[src/rtl/mc_pkg.sv]
// Shared definitions for the multi-cycle MIPS controller: opcode/funct
// encodings, ALU operation codes and the controller state encoding.
package mc_pkg;

    // Opcode field values recognised by the controller
    localparam logic [5:0] OP_RTYPE = 6'b000000;
    localparam logic [5:0] OP_LW    = 6'b100011;
    localparam logic [5:0] OP_SW    = 6'b101011;
    localparam logic [5:0] OP_BEQ   = 6'b000100;
    localparam logic [5:0] OP_ADDI  = 6'b001000;
    localparam logic [5:0] OP_J     = 6'b000010;

    // Funct field values decoded for R-type instructions
    localparam logic [5:0] FUNCT_ADD = 6'b100000;
    localparam logic [5:0] FUNCT_SUB = 6'b100010;
    localparam logic [5:0] FUNCT_AND = 6'b100100;
    localparam logic [5:0] FUNCT_OR  = 6'b100101;
    localparam logic [5:0] FUNCT_SLT = 6'b101010;

    // ALU operation codes driven on alucontrol
    localparam logic [2:0] ALU_ADD = 3'b010;
    localparam logic [2:0] ALU_SUB = 3'b110;
    localparam logic [2:0] ALU_AND = 3'b000;
    localparam logic [2:0] ALU_OR  = 3'b001;
    localparam logic [2:0] ALU_SLT = 3'b111;

    // Internal aluop classes from the state machine to the ALU decoder
    localparam logic [1:0] ALUOP_ADD   = 2'b00;
    localparam logic [1:0] ALUOP_SUB   = 2'b01;
    localparam logic [1:0] ALUOP_FUNCT = 2'b10;

    // Datapath select encodings
    localparam logic [1:0] SRCB_REG    = 2'b00;
    localparam logic [1:0] SRCB_FOUR   = 2'b01;
    localparam logic [1:0] SRCB_IMM    = 2'b10;
    localparam logic [1:0] SRCB_IMMSL2 = 2'b11;

    localparam logic [1:0] PCSRC_ALU    = 2'b00;
    localparam logic [1:0] PCSRC_ALUOUT = 2'b01;
    localparam logic [1:0] PCSRC_JUMP   = 2'b10;

    // Controller states, binary encoded with FETCH at zero so the reset
    // value and the all-zero register agree.
    typedef enum logic [3:0] {
        S_FETCH   = 4'd0,
        S_DECODE  = 4'd1,
        S_MEMADR  = 4'd2,
        S_MEMRD   = 4'd3,
        S_MEMWB   = 4'd4,
        S_MEMWR   = 4'd5,
        S_RTYPEEX = 4'd6,
        S_RTYPEWB = 4'd7,
        S_BEQEX   = 4'd8,
        S_ADDIEX  = 4'd9,
        S_ADDIWB  = 4'd10,
        S_JEX     = 4'd11
    } state_e;

    // True when the opcode is one the controller can sequence.
    function automatic logic is_known_op(input logic [5:0] op);
        logic known_s;
        case (op)
            OP_RTYPE, OP_LW, OP_SW, OP_BEQ, OP_ADDI, OP_J: known_s = 1'b1;
            default:                                       known_s = 1'b0;
        endcase
        return known_s;
    endfunction

endpackage

[src/rtl/mc_alu_dec.sv]
// Combinational ALU decoder: maps the controller's aluop class and the
// instruction funct field onto the ALU operation code. Unknown funct values
// fall back to 3'b000 without any flag.
module mc_alu_dec
    import mc_pkg::*;
(
    input  logic [1:0] aluop,
    input  logic [5:0] funct,
    output logic [2:0] alucontrol
);

    // Select the ALU operation from aluop, decoding funct for R-type
    always_comb begin
        alucontrol = 3'b000;
        case (aluop)
            ALUOP_ADD: alucontrol = ALU_ADD;
            ALUOP_SUB: alucontrol = ALU_SUB;
            ALUOP_FUNCT: begin
                case (funct)
                    FUNCT_ADD: alucontrol = ALU_ADD;
                    FUNCT_SUB: alucontrol = ALU_SUB;
                    FUNCT_AND: alucontrol = ALU_AND;
                    FUNCT_OR:  alucontrol = ALU_OR;
                    FUNCT_SLT: alucontrol = ALU_SLT;
                    default:   alucontrol = 3'b000;
                endcase
            end
            default: alucontrol = 3'b000;
        endcase
    end

endmodule

[src/rtl/multicycle_controller.sv]
// Moore-style control unit for the multi-cycle MIPS datapath. One state
// register sequences each instruction through fetch, decode and execute
// phases; memory-access states stretch on mem_ready_i. Write strobes are
// forced low while reset is held so no partial write escapes.
module multicycle_controller
    import mc_pkg::*;
(
    input  logic       clk_i,
    input  logic       rst_n_i,
    input  logic [5:0] op_i,
    input  logic [5:0] funct_i,
    input  logic       zero_i,
    input  logic       mem_ready_i,
    output logic       pcen_o,
    output logic       iord_o,
    output logic       memwrite_o,
    output logic       irwrite_o,
    output logic       memtoreg_o,
    output logic       regdst_o,
    output logic       regwrite_o,
    output logic       alusrca_o,
    output logic [1:0] alusrcb_o,
    output logic [1:0] pcsrc_o,
    output logic [2:0] alucontrol_o,
    output logic       illegal_o
);

    state_e     state_r;
    state_e     state_next_s;

    logic       pcwrite_s;
    logic       branch_s;
    logic       iord_s;
    logic       memwrite_s;
    logic       irwrite_s;
    logic       memtoreg_s;
    logic       regdst_s;
    logic       regwrite_s;
    logic       alusrca_s;
    logic [1:0] alusrcb_s;
    logic [1:0] pcsrc_s;
    logic [1:0] aluop_s;
    logic       illegal_s;

    // State register: asynchronous return to FETCH on reset
    always_ff @(posedge clk_i or negedge rst_n_i) begin
        if (!rst_n_i) begin
            state_r <= S_FETCH;
        end else begin
            state_r <= state_next_s;
        end
    end

    // Next-state and per-state control decode; unlisted controls stay 0
    always_comb begin
        state_next_s = S_FETCH;
        pcwrite_s    = 1'b0;
        branch_s     = 1'b0;
        iord_s       = 1'b0;
        memwrite_s   = 1'b0;
        irwrite_s    = 1'b0;
        memtoreg_s   = 1'b0;
        regdst_s     = 1'b0;
        regwrite_s   = 1'b0;
        alusrca_s    = 1'b0;
        alusrcb_s    = SRCB_REG;
        pcsrc_s      = PCSRC_ALU;
        aluop_s      = ALUOP_ADD;
        illegal_s    = 1'b0;

        case (state_r)
            S_FETCH: begin
                alusrcb_s = SRCB_FOUR;
                irwrite_s = mem_ready_i;
                pcwrite_s = mem_ready_i;
                if (mem_ready_i) begin
                    state_next_s = S_DECODE;
                end else begin
                    state_next_s = S_FETCH;
                end
            end
            S_DECODE: begin
                // Speculatively form the branch target while decoding
                alusrcb_s = SRCB_IMMSL2;
                case (op_i)
                    OP_LW, OP_SW: state_next_s = S_MEMADR;
                    OP_RTYPE:     state_next_s = S_RTYPEEX;
                    OP_BEQ:       state_next_s = S_BEQEX;
                    OP_ADDI:      state_next_s = S_ADDIEX;
                    OP_J:         state_next_s = S_JEX;
                    default:      state_next_s = S_FETCH;
                endcase
                illegal_s = ~is_known_op(op_i);
            end
            S_MEMADR: begin
                alusrca_s = 1'b1;
                alusrcb_s = SRCB_IMM;
                if (op_i == OP_SW) begin
                    state_next_s = S_MEMWR;
                end else if (op_i == OP_LW) begin
                    state_next_s = S_MEMRD;
                end else begin
                    state_next_s = S_FETCH;
                end
            end
            S_MEMRD: begin
                iord_s = 1'b1;
                if (mem_ready_i) begin
                    state_next_s = S_MEMWB;
                end else begin
                    state_next_s = S_MEMRD;
                end
            end
            S_MEMWB: begin
                memtoreg_s   = 1'b1;
                regwrite_s   = 1'b1;
                state_next_s = S_FETCH;
            end
            S_MEMWR: begin
                // Strobe held for every wait cycle until memory accepts
                iord_s     = 1'b1;
                memwrite_s = 1'b1;
                if (mem_ready_i) begin
                    state_next_s = S_FETCH;
                end else begin
                    state_next_s = S_MEMWR;
                end
            end
            S_RTYPEEX: begin
                alusrca_s    = 1'b1;
                alusrcb_s    = SRCB_REG;
                aluop_s      = ALUOP_FUNCT;
                state_next_s = S_RTYPEWB;
            end
            S_RTYPEWB: begin
                regdst_s     = 1'b1;
                regwrite_s   = 1'b1;
                state_next_s = S_FETCH;
            end
            S_BEQEX: begin
                alusrca_s    = 1'b1;
                alusrcb_s    = SRCB_REG;
                aluop_s      = ALUOP_SUB;
                pcsrc_s      = PCSRC_ALUOUT;
                branch_s     = 1'b1;
                state_next_s = S_FETCH;
            end
            S_ADDIEX: begin
                alusrca_s    = 1'b1;
                alusrcb_s    = SRCB_IMM;
                state_next_s = S_ADDIWB;
            end
            S_ADDIWB: begin
                regwrite_s   = 1'b1;
                state_next_s = S_FETCH;
            end
            S_JEX: begin
                pcsrc_s      = PCSRC_JUMP;
                pcwrite_s    = 1'b1;
                state_next_s = S_FETCH;
            end
            default: begin
                state_next_s = S_FETCH;
            end
        endcase
    end

    mc_alu_dec u_alu_dec (
        .aluop      (aluop_s),
        .funct      (funct_i),
        .alucontrol (alucontrol_o)
    );

    // Strobes are qualified by rst_n_i so they drop in the same cycle reset
    // asserts; selects already show FETCH values via the async state reset.
    assign pcen_o     = rst_n_i & (pcwrite_s | (branch_s & zero_i));
    assign irwrite_o  = rst_n_i & irwrite_s;
    assign memwrite_o = rst_n_i & memwrite_s;
    assign regwrite_o = rst_n_i & regwrite_s;

    assign iord_o     = iord_s;
    assign memtoreg_o = memtoreg_s;
    assign regdst_o   = regdst_s;
    assign alusrca_o  = alusrca_s;
    assign alusrcb_o  = alusrcb_s;
    assign pcsrc_o    = pcsrc_s;
    assign illegal_o  = illegal_s;

endmodule

[config.mk]
export PLATFORM = sky130hd
export DESIGN_NAME = multicycle_controller
export DESIGN_NICKNAME = d
export VERILOG_FILES = /design/src/rtl/mc_pkg.sv /design/src/rtl/mc_alu_dec.sv /design/src/rtl/multicycle_controller.sv
export SDC_FILE = /design/constraint.sdc
export NUM_CORES = 1
export LEC_CHECK = 0
export CAP_MARGIN = 20
export CORE_ASPECT_RATIO = 0.9
export CORE_UTILIZATION = 30
export CTS_CLUSTER_DIAMETER = 150
export DETAILED_ROUTE_END_ITERATION = 10
export PLACE_DENSITY_LB_ADDON = 0.3
export RECOVER_POWER = 25
export SLEW_MARGIN = 5
export SYNTH_ARGS = -nofsm -noshare
export SYNTH_HDL_FRONTEND = slang
export SYNTH_SLANG_ARGS = --single-unit
export TNS_END_PERCENT = 1
[constraint.sdc]
create_clock -name clk_i -period 3.5 [get_ports clk_i]
set_input_delay 0.35 -clock clk_i [delete_from_list [all_inputs] [get_ports clk_i]]
set_output_delay 0.35 -clock clk_i [all_outputs]
set_load 0.03 [all_outputs]
=== Yosys cells after proc, flatten, opt, wreduce, memory -nomap -nowiden ===
Cells that the tools add are included.

* Eq/ne operators: 22
* Muxes and demuxes: 24
* Bitwise logic cells: 7
* Reductions and logical operators: 9

{| class="wikitable"
|+ Operator list
! operator !! number
|-
| 6-bit == test (second input constant) || 6
|-
| 4-bit case mux with 7 select lines || 1
|-
| 4-bit case mux with 5 select lines || 1
|-
| 4-bit by 3-bit == test with 1-bit output (second input constant) || 4
|-
| 4-bit == test (second input constant) || 4
|-
| 1-bit 2-to-1 mux || 12
|-
| 3-bit case mux with 4 select lines || 1
|-
| 3-bit 2-to-1 mux || 3
|-
| 3-bit case mux with 3 select lines || 1
|-
| 4-bit by 2-bit == test with 1-bit output (second input constant) || 2
|-
| 2-bit case mux with 2 select lines || 2
|-
| 6-bit by 2-bit == test with 1-bit output (second input constant) || 1
|-
| 6-bit by 3-bit == test with 1-bit output (second input constant) || 1
|-
| 6-bit by 4-bit == test with 1-bit output (second input constant) || 1
|-
| 6-bit logical NOT || 1
|-
| 2-bit case mux with 3 select lines || 1
|-
| 2-bit OR reduction || 3
|-
| 6-bit OR reduction || 1
|-
| 1-bit bitwise AND || 5
|-
| 4-bit by 1-bit == test with 1-bit output (second input constant) || 1
|-
| 4-bit logical NOT || 1
|-
| 4-bit OR reduction || 1
|-
| 3-bit OR reduction || 1
|-
| 2-bit by 1-bit == test with 1-bit output (second input constant) || 1
|-
| other kinds (6) || 6
|}

* Register bits after elaboration: 4
* Bits of input ports: 16
* Output and inout bits: 16
* Word-level logic and storage cells: 63

=== Logic depth before layout (Yosys ltp) ===
Gate-level depths: netlist (run 1).

* Depth after elaboration: 6
* Mapped depth: 6
* Mapped depth without buffers: 4

=== By module ===
A second synthesis (run 1) with hierarchy kept.

* Cell total of the unflattened synthesis: 80
* Area total of the unflattened synthesis: 574.3 um^2

{| class="wikitable"
|+ By module, submodules not included
! module !! times used !! cells an instance !! area each (um^2) !! sequential area each (um^2)
|-
| multicycle_controller || 1 || 70 || 488.0 || 100.1
|-
| mc_alu_dec || 1 || 10 || 86.3 || 0.0
|}

=== Least setup slack after synthesis (run 1) ===
OpenSTA, ideal clock, no wires.

* Path kind: register to output
* Start point: reg state_r[1]
* End point: out alucontrol_o[2]
* Data arrival time: 1.822 ns
* Data required time: 3.150 ns
* Path slack: 1.328 ns
* Cell stages (with the launch flop): 5
* Buffers on the path: 2
* Cells stage by stage: dfrtp_1 buf_6 clkbuf_1 nor3_1 o21bai_1

* Word-level cells in the longest chain between the ends: 4
* Elaborated cells on any way between the ends: 7
* Those cells by class: 4 x eq/ne; 2 x mux; 1 x reduce/logical

{| class="wikitable"
|+ RTL lines
! item !! RTL line !! source
|-
| from (decl) || multicycle_controller.sv:28 || <nowiki>state_e state_r;</nowiki>
|-
| from (signal assigned) || multicycle_controller.sv:50 || <nowiki>state_r <= state_next_s;</nowiki>
|-
| 4-bit == test or 4-bit by 3-bit == test with 1-bit output (tied branches) || multicycle_controller.sv:71 || <nowiki>case (state_r)</nowiki>
|-
| 2-bit case mux with 2 select lines * || multicycle_controller.sv:71 ||
|-
| 2-bit == test, or another cell as far along || mc_alu_dec.sv:15 || <nowiki>case (aluop)</nowiki>
|-
| 3-bit case mux with 3 select lines * || mc_alu_dec.sv:15 ||
|-
| to (decl) || multicycle_controller.sv:24 || <nowiki>output logic [2:0] alucontrol_o,</nowiki>
|}

Mark *: on every way between the ends. The rest lies on a longest branch, timed or not.

=== Worst setup path after layout (run 1) ===
Ends and elaborated chain as after synthesis.

==> results of run 1 <==
-- worst paths after layout --
check | end | slack, ns
min | state_r[0] | 0.45
min reg2reg | state_r[0] | 0.81
min in group clk_i | state_r[0] | 0.81
max reg2reg | state_r[1] | 1.60
max | alucontrol_o[2] | 0.92
max in group asynchronous | state_r[3] | 2.81
-- logic make-up (layout without fill, tap and decap cells) --
| family | Yosys count | in the layout | share of synthesized area |
|---|---|---|---|
| adder cells (fa/ha/maj) | 1 | 1 | 0.0171 |
| flip-flops | 4 | 4 | 0.171 |
| multiplexers | 3 | 3 | 0.0534 |
| AO/OA/AOI/OAI | 17 | 17 | 0.199 |
| buffers and inverters | 7 | 35 | 0.0620 |
| AND/OR/NAND/NOR | 48 | 48 | 0.453 |
| XOR/XNOR | 3 | 3 | 0.0449 |
-- Yosys cell counts, types with 2 or more instances --
cell type  number  area share
dfrtp_1         4        0.17
nor3_1          7       0.060
nor2b_1         2       0.021
a31oi_1         2       0.021
nand3b_1        2       0.026
nand2b_1        5       0.053
nand2_1         7       0.045
buf_2           2       0.017
mux2i_1         2       0.034
nor2_1         10       0.064
nor3b_1         3       0.038
o21ai_0         3       0.026
a21oi_1         3       0.026
nor4_1          3       0.032
xnor2_1         2       0.030
nand3_1         5       0.043
o21a_1          2       0.026
clkbuf_1        3       0.019
-- metal layers --
metal  GRT usage  vias to the layer above  share of wire
met2       0.248                       27           0.43
met4      0.0353                        0         0.0092
li1            -                      367              -
met5           0                        -              0
met3      0.0281                        2          0.059
met1       0.203                      309           0.50
-- metrics by stage --
| step | cell area (µm²) | worst slack [ns] | cells | hold WS, ns |
|---|---|---|---|---|
| floorplan | 586 | 1.33 | 83 | 0.0544 |
| global placement | 893 | 1.04 | 132 | 0.630 |
| detailed placement | 893 | 1.00 | 132 | 0.632 |
| CTS | 916 | 0.914 | 135 | 0.385 |
| global route | 916 | 0.728 | 135 | 0.464 |
| finish | 916 | 0.916 | 135 | 0.448 |
-- power by group --
part / internal (W) / total, W / switching (W)
registers: 0.0000589 / 0.000110 / 0.0000511
logic: 0.000150 / 0.000317 / 0.000167
clock network: 0.0000383 / 0.0000571 / 0.0000188
-- layout make-up --
cell class	count	area, µm²	share of cell area
clock buffer	3	22.5	0.0246
inverter	1	3.75	0.00410
multi-input combinational	72	449	0.490
sequential	4	100	0.109
tap	24	30.0	0.0328
timing repair buffer	31	310	0.339
-- worst max-delay path: cells and delay by family (launching register included) --
kind	cells	cell delay, ns
buf+inv	1	0.68
compound gates	1	0.14
simple gates	3	0.47
flops	1	0.70
==> metrics.yaml, run 1 <==
status: "complete, no violations"
max-clock-path-buffers: 2
largest_register: "state_r"
critical_path.startpoint: "state_r[1]"
skew_ns: 0.00362
die_y_um: 43.9
yosys_warnings: 0
drive_gt1_frac: 0.0450
path_class: "reg2out"
diodes: 0
reg2reg_depth: 4
cts_tree: "built"
synth_cell_types: 34
final_hold_viol_count: 0
wl_per_cell_um: 11.3
clock-sinks: 4
core_area_mm2: 0.00175
setup_viol: 0
cp.arrival_ns: 2.23
fin_crit_ns: 2.58
largest_reg_flops: 4
synth_area_um2: 586
p_leak_nw: 0.307
synth_nets: 99
drt_iter0_markers: 7
cpPeakStageDelay_ns: 0.70
synth_edf_count: 0
drt-pass1-iter-count: 4
drv_slew: 0
die-area_mm2: 0.00213
max-cap-violations: 0
syn2layout_area_growth_pct: 56.4
syn_inst: 83
cts.reportedPaths.clkPinSlew_ns: 0.04
root_buffer: "clkbuf_4"
ant_nets: 0
rsz0062_at_grt: "false"
totalNegativeSetupSlack_ns: 0
hold_path.class: "in2async"
fp-row-count: 14
final_nets: 129
grt_pass1_wl_um: 2500
track_usage: 0.150
grt-ovfl-total: 0
synthArstFlopShare: 1.00
cp-end-kind: "output port"
p_per_area_mw_per_mm2: 528
drt-total-wl_um: 1530
ys.flop_type: "dfrtp_1"
cts_buffers: 3
final_common_cell: "clkdlybuf4s50_1"
worst_pin_slew_ns: 0.573
cts_resized: 0
syn_avg_cell_area_um2: 7.05
period_share: 0.738
final_cell_mix: "28 x clkdlybuf4s50_1, 10 x nor2_1, 7 x nor3_1, 7 x nand2_1"
port_buffers: 31
routabilityCongestion: 0.747
grt_pass1_vias: 564
drc_errors: 0
vias: 705
seq_area_frac_synth: 0.171
peakVddDrop_mv: 0.248
grt_max_degree: 20
startpoint_type: "flip-flop"
reg2reg_from: "state_r[1]"
maxSlewHeadroom: 0.618
hpwl_um: 1190
postCtsSetupRepairBufs: 0
io_pins: 32
cp_slowest_cell: "dfrtp_1"
crit_fanout: 19
fin_util: 0.523
antenna_found_initial: 0
p_total_w: 0.000484
crit_chain: "nand2b_1, nor2_1, nand2_1, o21bai_1, clkdlybuf4s50_1"
synth-seq-cells: 4
clk_latency_ns: 0.24
initial_utilization: 0.334
cts_max_level: 1
die_x_um: 48.6
cp.required_ns: 3.15
hold_buffers: 0
fill_cells: 190
vias_per_cell: 5.22
largestRegisters: "state_r (4)"
fmax_ghz: 0.387
Power figures use the tool's default switching activity.
==> inputs of run 2 (changes only) <==
==> constraint.sdc (replaced) <==
create_clock -name clk_i -period 2.47 [get_ports clk_i]
set_input_delay 0.247 -clock clk_i [delete_from_list [all_inputs] [get_ports clk_i]]
set_output_delay 0.247 -clock clk_i [all_outputs]
set_load 0.03 [all_outputs]
==> run 2 against run 1 <==
Effect of this change:
- worst setup slack worse by 0.78 ns
- sequential share of layout area down 0.51 points
- die area unchanged
- routed wire length up 3.9%
- clock skew up 0.0012 ns
- clock power up 39%
- critical path type unchanged
- critical endpoint is now regwrite_o
- largest power group unchanged
==> metrics.yaml, run 2 (same netlist as run 1, synthesis figures left out) <==
period_share: 0.945
wl_per_cell_um: 11.2  # was 11.3 µm
fill_cells: 182  # was 190
peakVddDrop_mv: 0.424  # was 0.248 mV
startpoint_type: "flip-flop"  # unchanged
reg2reg_depth: 5  # was 4
syn2layout_area_growth_pct: 64.1  # was 56.4%
hold_path.class: "in2async"  # unchanged
worst_pin_slew_ns: 0.370  # was 0.573 ns
cts_buffers: 3  # unchanged
grt_pass1_vias: 624  # was 564
status: "complete, no violations"  # unchanged
largest_register: "state_r"  # unchanged
timing.rr.end: "state_r[1]"  # unchanged
die_x_um: 48.6  # unchanged
vias_per_cell: 5.34  # was 5.22
die_y_um: 43.9  # unchanged
rsz0062_at_grt: "false"  # unchanged
cp-end-kind: "output port"  # unchanged
max-clock-path-buffers: 2  # unchanged
clk_latency_ns: 0.23  # was 0.24 ns
hpwl_um: 1270  # was 1190 µm
drv_slew: 0  # unchanged
cts_max_level: 1  # unchanged
path_class: "reg2out"  # unchanged
grt_max_degree: 15  # was 20
core_area_mm2: 0.00175  # unchanged
drive_gt1_frac: 0.0847  # was 0.0450
maxSlewHeadroom: 0.752  # was 0.618
grt_pass1_wl_um: 2590  # was 2500 µm
hold_buffers: 0  # unchanged
p_total_w: 0.000721  # was 0.000484 W
totalNegativeSetupSlack_ns: 0  # unchanged
ant_nets: 0  # unchanged
reg2reg_from: "state_r[1]"  # unchanged
track_usage: 0.158  # was 0.150
p_leak_nw: 0.334  # was 0.307 nW
drt-total-wl_um: 1590  # was 1530 µm
fmax_ghz: 0.428
port_buffers: 31  # unchanged
holdWs_ns: 0.472  # was 0.448 ns
crit_fanout: 9  # was 19
final_nets: 136  # was 129
skew_ns: 0.00479  # was 0.00362 ns
io_pins: 32  # unchanged
cp.required_ns: 2.22  # was 3.15 ns
root_buffer: "clkbuf_4"  # unchanged
fp-row-count: 14  # unchanged
grt-ovfl-total: 0  # unchanged
drc_errors: 0  # unchanged
cts.reportedPaths.clkPinSlew_ns: 0.04  # about the same
routabilityCongestion: 0.803  # was 0.747
final_hold_viol_count: 0  # unchanged
vias: 758  # was 705
regToRegSetupSlack_ns: 0.59  # was 1.60 ns
postCtsSetupRepairBufs: 0  # unchanged
largest_reg_flops: 4  # unchanged
diodes: 0  # unchanged
cts_tree: "built"  # unchanged
fin_crit_ns: 2.33
antenna_found_initial: 0  # unchanged
drt_iter0_markers: 12  # was 7
max-cap-violations: 0  # unchanged
cts_resized: 0  # unchanged
setup_viol: 0  # unchanged
drt-pass1-iter-count: 4  # unchanged
final_common_cell: "clkdlybuf4s50_1"  # unchanged
cp.arrival_ns: 2.09  # was 2.23 ns
p_per_area_mw_per_mm2: 750  # was 528 mW/mm²
largestRegisters: "state_r (4)"  # unchanged
initial_utilization: 0.334  # unchanged
die-area_mm2: 0.00213  # unchanged
final_cell_mix: "30 x clkdlybuf4s50_1, 10 x nor2_1, 7 x nor3_1, 7 x nand2_1"  # was 28 x clkdlybuf4s50_1, 10 x nor2_1, 7 x nor3_1, 7 x nand2_1
clock-sinks: 4  # unchanged
[run 2: cell types whose count changed in the layout (fill, tap and decap cells not counted), sizes merged]
cell and delta:
buf +5, dlygate4sd3 -2, clkbuf +2, clkdlybuf4s50 +2
[run 2: worst max-delay path, stage by stage (launching register included)]
cell and delay [ns]:
dfrtp_1 0.46, nand2b_1 0.25, mux2_2 0.29, nor2_1 0.08
o21a_1 0.12, clkdlybuf4s50_1 0.66
[run 2: power breakdown]
group           total, W  leakage, nW  switching (W)  internal, W
Combinational   0.000534        0.267       0.000297     0.000237
Clock          0.0000791       0.0138      0.0000249    0.0000542
Sequential      0.000108       0.0527      0.0000233    0.0000845
[run 2: area by class of cell]
| class | count | area (µm²) | area share |
|---|---|---|---|
| multi-input cells | 72 | 449 | 0.467 |
| well taps | 24 | 30.0 | 0.0312 |
| flip-flops and latches | 4 | 100 | 0.104 |
| repair buffers | 38 | 355 | 0.370 |
| inverters | 1 | 3.75 | 0.00391 |
| clock buffers | 3 | 22.5 | 0.0234 |
[run 2: worst max path at each step]
stage / from / depth (start not counted) / end / slack, ns
2_1_floorplan: state_r[1] / 4 / alucontrol_o[2] / 0.40
3_3_place_gp: op_i[1] / 5 / illegal_o / 0.25
3_5_place_dp: mem_ready_i / 6 / pcen_o / 0.20
4_1_cts: state_r[3] / 6 / pcen_o / 0.14
5_1_grt: state_r[3] / 5 / alucontrol_o[2] / 0.02
6_report: state_r[3] / 5 / regwrite_o / 0.14
[run 2: stage by stage]
step | std cells | utilization | instance area [µm²] | setup WS [ns]
floorplan | 83 | - | 586 | 0.401
global placement | 139 | 0.540 | 946 | 0.251
detailed placement | 139 | 0.540 | 946 | 0.199
CTS | 142 | 0.553 | 968 | 0.143
global route | 142 | 0.549 | 961 | 0.0184
finish | 142 | 0.549 | 961 | 0.136
[run 2: metal layers]
layer	routed length, µm	vias to the layer above	global-route usage	share of wire
met1	764	345	0.201	0.48
met3	74	0	0.0211	0.047
met4	0	0	0.0706	0
met5	0	-	0	0
li1	-	380	-	-
met2	746	33	0.273	0.47
==> inputs of run 3 (changes only) <==
==> constraint.sdc (replaced) <==
create_clock -name clk_i -period 2.47 [get_ports clk_i]
set_input_delay 0.247 -clock clk_i [delete_from_list [all_inputs] [get_ports clk_i]]
set_output_delay 0.247 -clock clk_i [all_outputs]
set_load 0.05 [all_outputs]
==> run 3 against run 2 <==
Effect of this change:
- combinational power rose by 7.9%
- worst setup slack improved by 0.024 ns
- register-to-register slack improved by 0.02 ns
- flip-flop and latch count did not move
- sequential power rose by 39%
- die area did not move
- clock-buffer cell count did not move
- critical endpoint is now alucontrol_o[1]
- largest power group unchanged
- final cell count fell by 3.5%
- critical path depth fell by 1
- core utilization fell by 1.3 points
- non-clock buffer count fell by 5
- clock power rose by 2%
==> metrics.yaml, run 3 (same netlist as run 1, synthesis figures left out) <==
status: "complete, no violations"  # unchanged
largestRegisters: "state_r (4)"  # unchanged
ant_nets: 0  # unchanged
final_hold_viol_count: 0  # unchanged
largest_register: "state_r"  # unchanged
max-cap-violations: 0  # unchanged
die_y_um: 43.9  # unchanged
placed_area_um2: 916  # was 946 µm²
drv_slew: 0  # unchanged
routabilityCongestion: 0.776  # was 0.803
final_common_cell: "clkdlybuf4s50_1"  # unchanged
diodes: 0  # unchanged
reg2reg_from: "state_r[1]"  # unchanged
antenna_found_initial: 0  # unchanged
fin_crit_ns: 2.31  # was 2.33 ns
dp_slack_ns: 0.382  # was 0.199 ns
drt-total-wl_um: 1580  # was 1590 µm
hold_buffers: 0  # unchanged
clk_latency_ns: 0.23  # about the same
path_buf_inv: 1  # unchanged
totalNegativeSetupSlack_ns: 0  # unchanged
drt-pass1-iter-count: 4  # unchanged
grt-ovfl-total: 0  # unchanged
cp.required_ns: 2.22  # about the same
regToRegSetupSlack_ns: 0.61  # was 0.59 ns
final_cell_mix: "20 x clkdlybuf4s50_1, 10 x nor2_1, 9 x buf_4"  # was 30 x clkdlybuf4s50_1, 10 x nor2_1, 7 x nor3_1, 7 x nand2_1
period_share: 0.935  # was 0.945
final_nets: 131  # was 136
hold_path.class: "in2async"  # unchanged
setup_viol: 0  # unchanged
stdcell_count: 137  # was 142
port_buffers: 31  # unchanged
drt_iter0_markers: 18  # was 12
cp_slowest_cell: "clkdlybuf4s50_1"  # unchanged
peakVddDrop_mv: 0.713  # was 0.424 mV
p_per_area_mw_per_mm2: 860  # was 750 mW/mm²
postCtsSetupRepairBufs: 0  # unchanged
cts_max_level: 1  # unchanged
crit_fanout: 14  # was 9
maxSlewHeadroom: 0.660  # was 0.752
root_buffer: "clkbuf_4"  # unchanged
p_leak_nw: 0.343  # was 0.334 nW
fp-row-count: 14  # unchanged
path_class: "reg2out"  # unchanged
drive_gt1_frac: 0.150  # was 0.0847
startpoint_type: "flip-flop"  # unchanged
crit_cells: 4  # was 5
place_inst: 134  # was 139
cts_buffers: 3  # unchanged
max-clock-path-buffers: 2  # unchanged
reg2reg_depth: 5  # unchanged
skew_ns: 0.00179  # was 0.00479 ns
worst_pin_slew_ns: 0.508  # was 0.370 ns
layout_setup_ws_ns: 0.159  # was 0.136 ns
fill_cells: 167  # was 182
syn2layout_area_growth_pct: 60.3  # was 64.1%
hpwl_um: 1220  # was 1270 µm
cp-end-kind: "output port"  # unchanged
clock-sinks: 4  # unchanged
wl_per_cell_um: 11.5  # was 11.2 µm
cts.reportedPaths.clkPinSlew_ns: 0.04  # about the same
initial_utilization: 0.334  # unchanged
grt_pass1_wl_um: 2770  # was 2590 µm
io_pins: 32  # unchanged
vias_per_cell: 5.29  # was 5.34
crit_chain: "nand2b_1, nor2_1, nand2_1, clkdlybuf4s50_1"  # was nand2b_1, mux2_2, nor2_1, o21a_1, clkdlybuf4s50_1
cts_resized: 0  # unchanged
fmax_ghz: 0.433  # was 0.428 GHz
rsz0062_at_grt: "false"  # unchanged
vias: 725  # was 758
core_area_mm2: 0.00175  # unchanged
largest_reg_flops: 4  # unchanged
cpPeakStageDelay_ns: 0.71  # was 0.66 ns
critPathTopFamily: "buffers and inverters"  # unchanged
grt_max_degree: 17  # was 15
die-area_mm2: 0.00213  # unchanged
grt_pass1_vias: 644  # was 624
cts_tree: "built"  # unchanged
die_x_um: 48.6  # unchanged
fin_area_um2: 938  # was 961 µm²
drc_errors: 0  # unchanged
track_usage: 0.163  # was 0.158
cp.arrival_ns: 2.06  # was 2.09 ns
timing.rr.end: "state_r[1]"  # unchanged
run 3: per-stage QoR:
stage / hold WS, ns / total power (W) / utilization
after detailed placement: 0.524 / 0.000728 / 0.523
after global routing: 0.354 / 0.000859 / 0.536
after CTS: 0.275 / 0.000814 / 0.536
after floorplan: -0.0486 / 0.000535 / -
final: 0.346 / 0.000807 / 0.536
after global placement: 0.522 / 0.000723 / 0.523
run 3: layout make-up:
| cell class | count | area [µm²] | share of cell area |
|---|---|---|---|
| repair buffers | 33 | 328 | 0.349 |
| clock buffers | 3 | 22.5 | 0.0240 |
| multi-input cells | 72 | 454 | 0.484 |
| inverters | 1 | 3.75 | 0.00400 |
| flip-flops and latches | 4 | 100 | 0.107 |
| well taps | 24 | 30.0 | 0.0320 |
run 3: power breakdown:
| group | leakage (nW) | total, W | switching [W] | internal (W) |
|---|---|---|---|---|
| Sequential | 0.0527 | 0.000150 | 0.0000663 | 0.0000836 |
| Clock | 0.0138 | 0.0000807 | 0.0000264 | 0.0000543 |
| Combinational | 0.277 | 0.000576 | 0.000344 | 0.000232 |
| Total | 0.343 | 0.000807 | 0.000437 | 0.000370 |
run 3: routing by layer:
layer,track usage,part of all wire,wire length (µm)
met1,0.209,0.50,784
met2,0.279,0.44,692
met3,0.0526,0.066,104
met4,0.0176,0,0
met5,0,0,0
run 3: worst register-to-register path: cells and delay by family, from the launching register on:
| family | cells | cell delay (ns) |
|---|---|---|
| compound gates | 2 | 0.30 |
| simple gates | 2 | 0.76 |
| buf+inv | 1 | 0.23 |
| flops | 1 | 0.50 |
run 3: worst max-delay path by stage:
stage                     slack [ns]              end       start
after floorplan                 0.15           pcen_o  state_r[1]
after global placement          0.43  alucontrol_o[1]  funct_i[1]
after detailed placement        0.38  alucontrol_o[1]  funct_i[5]
after CTS                       0.14       memtoreg_o  state_r[2]
after global routing           0.004       memtoreg_o  state_r[2]
final                           0.16  alucontrol_o[1]  state_r[2]
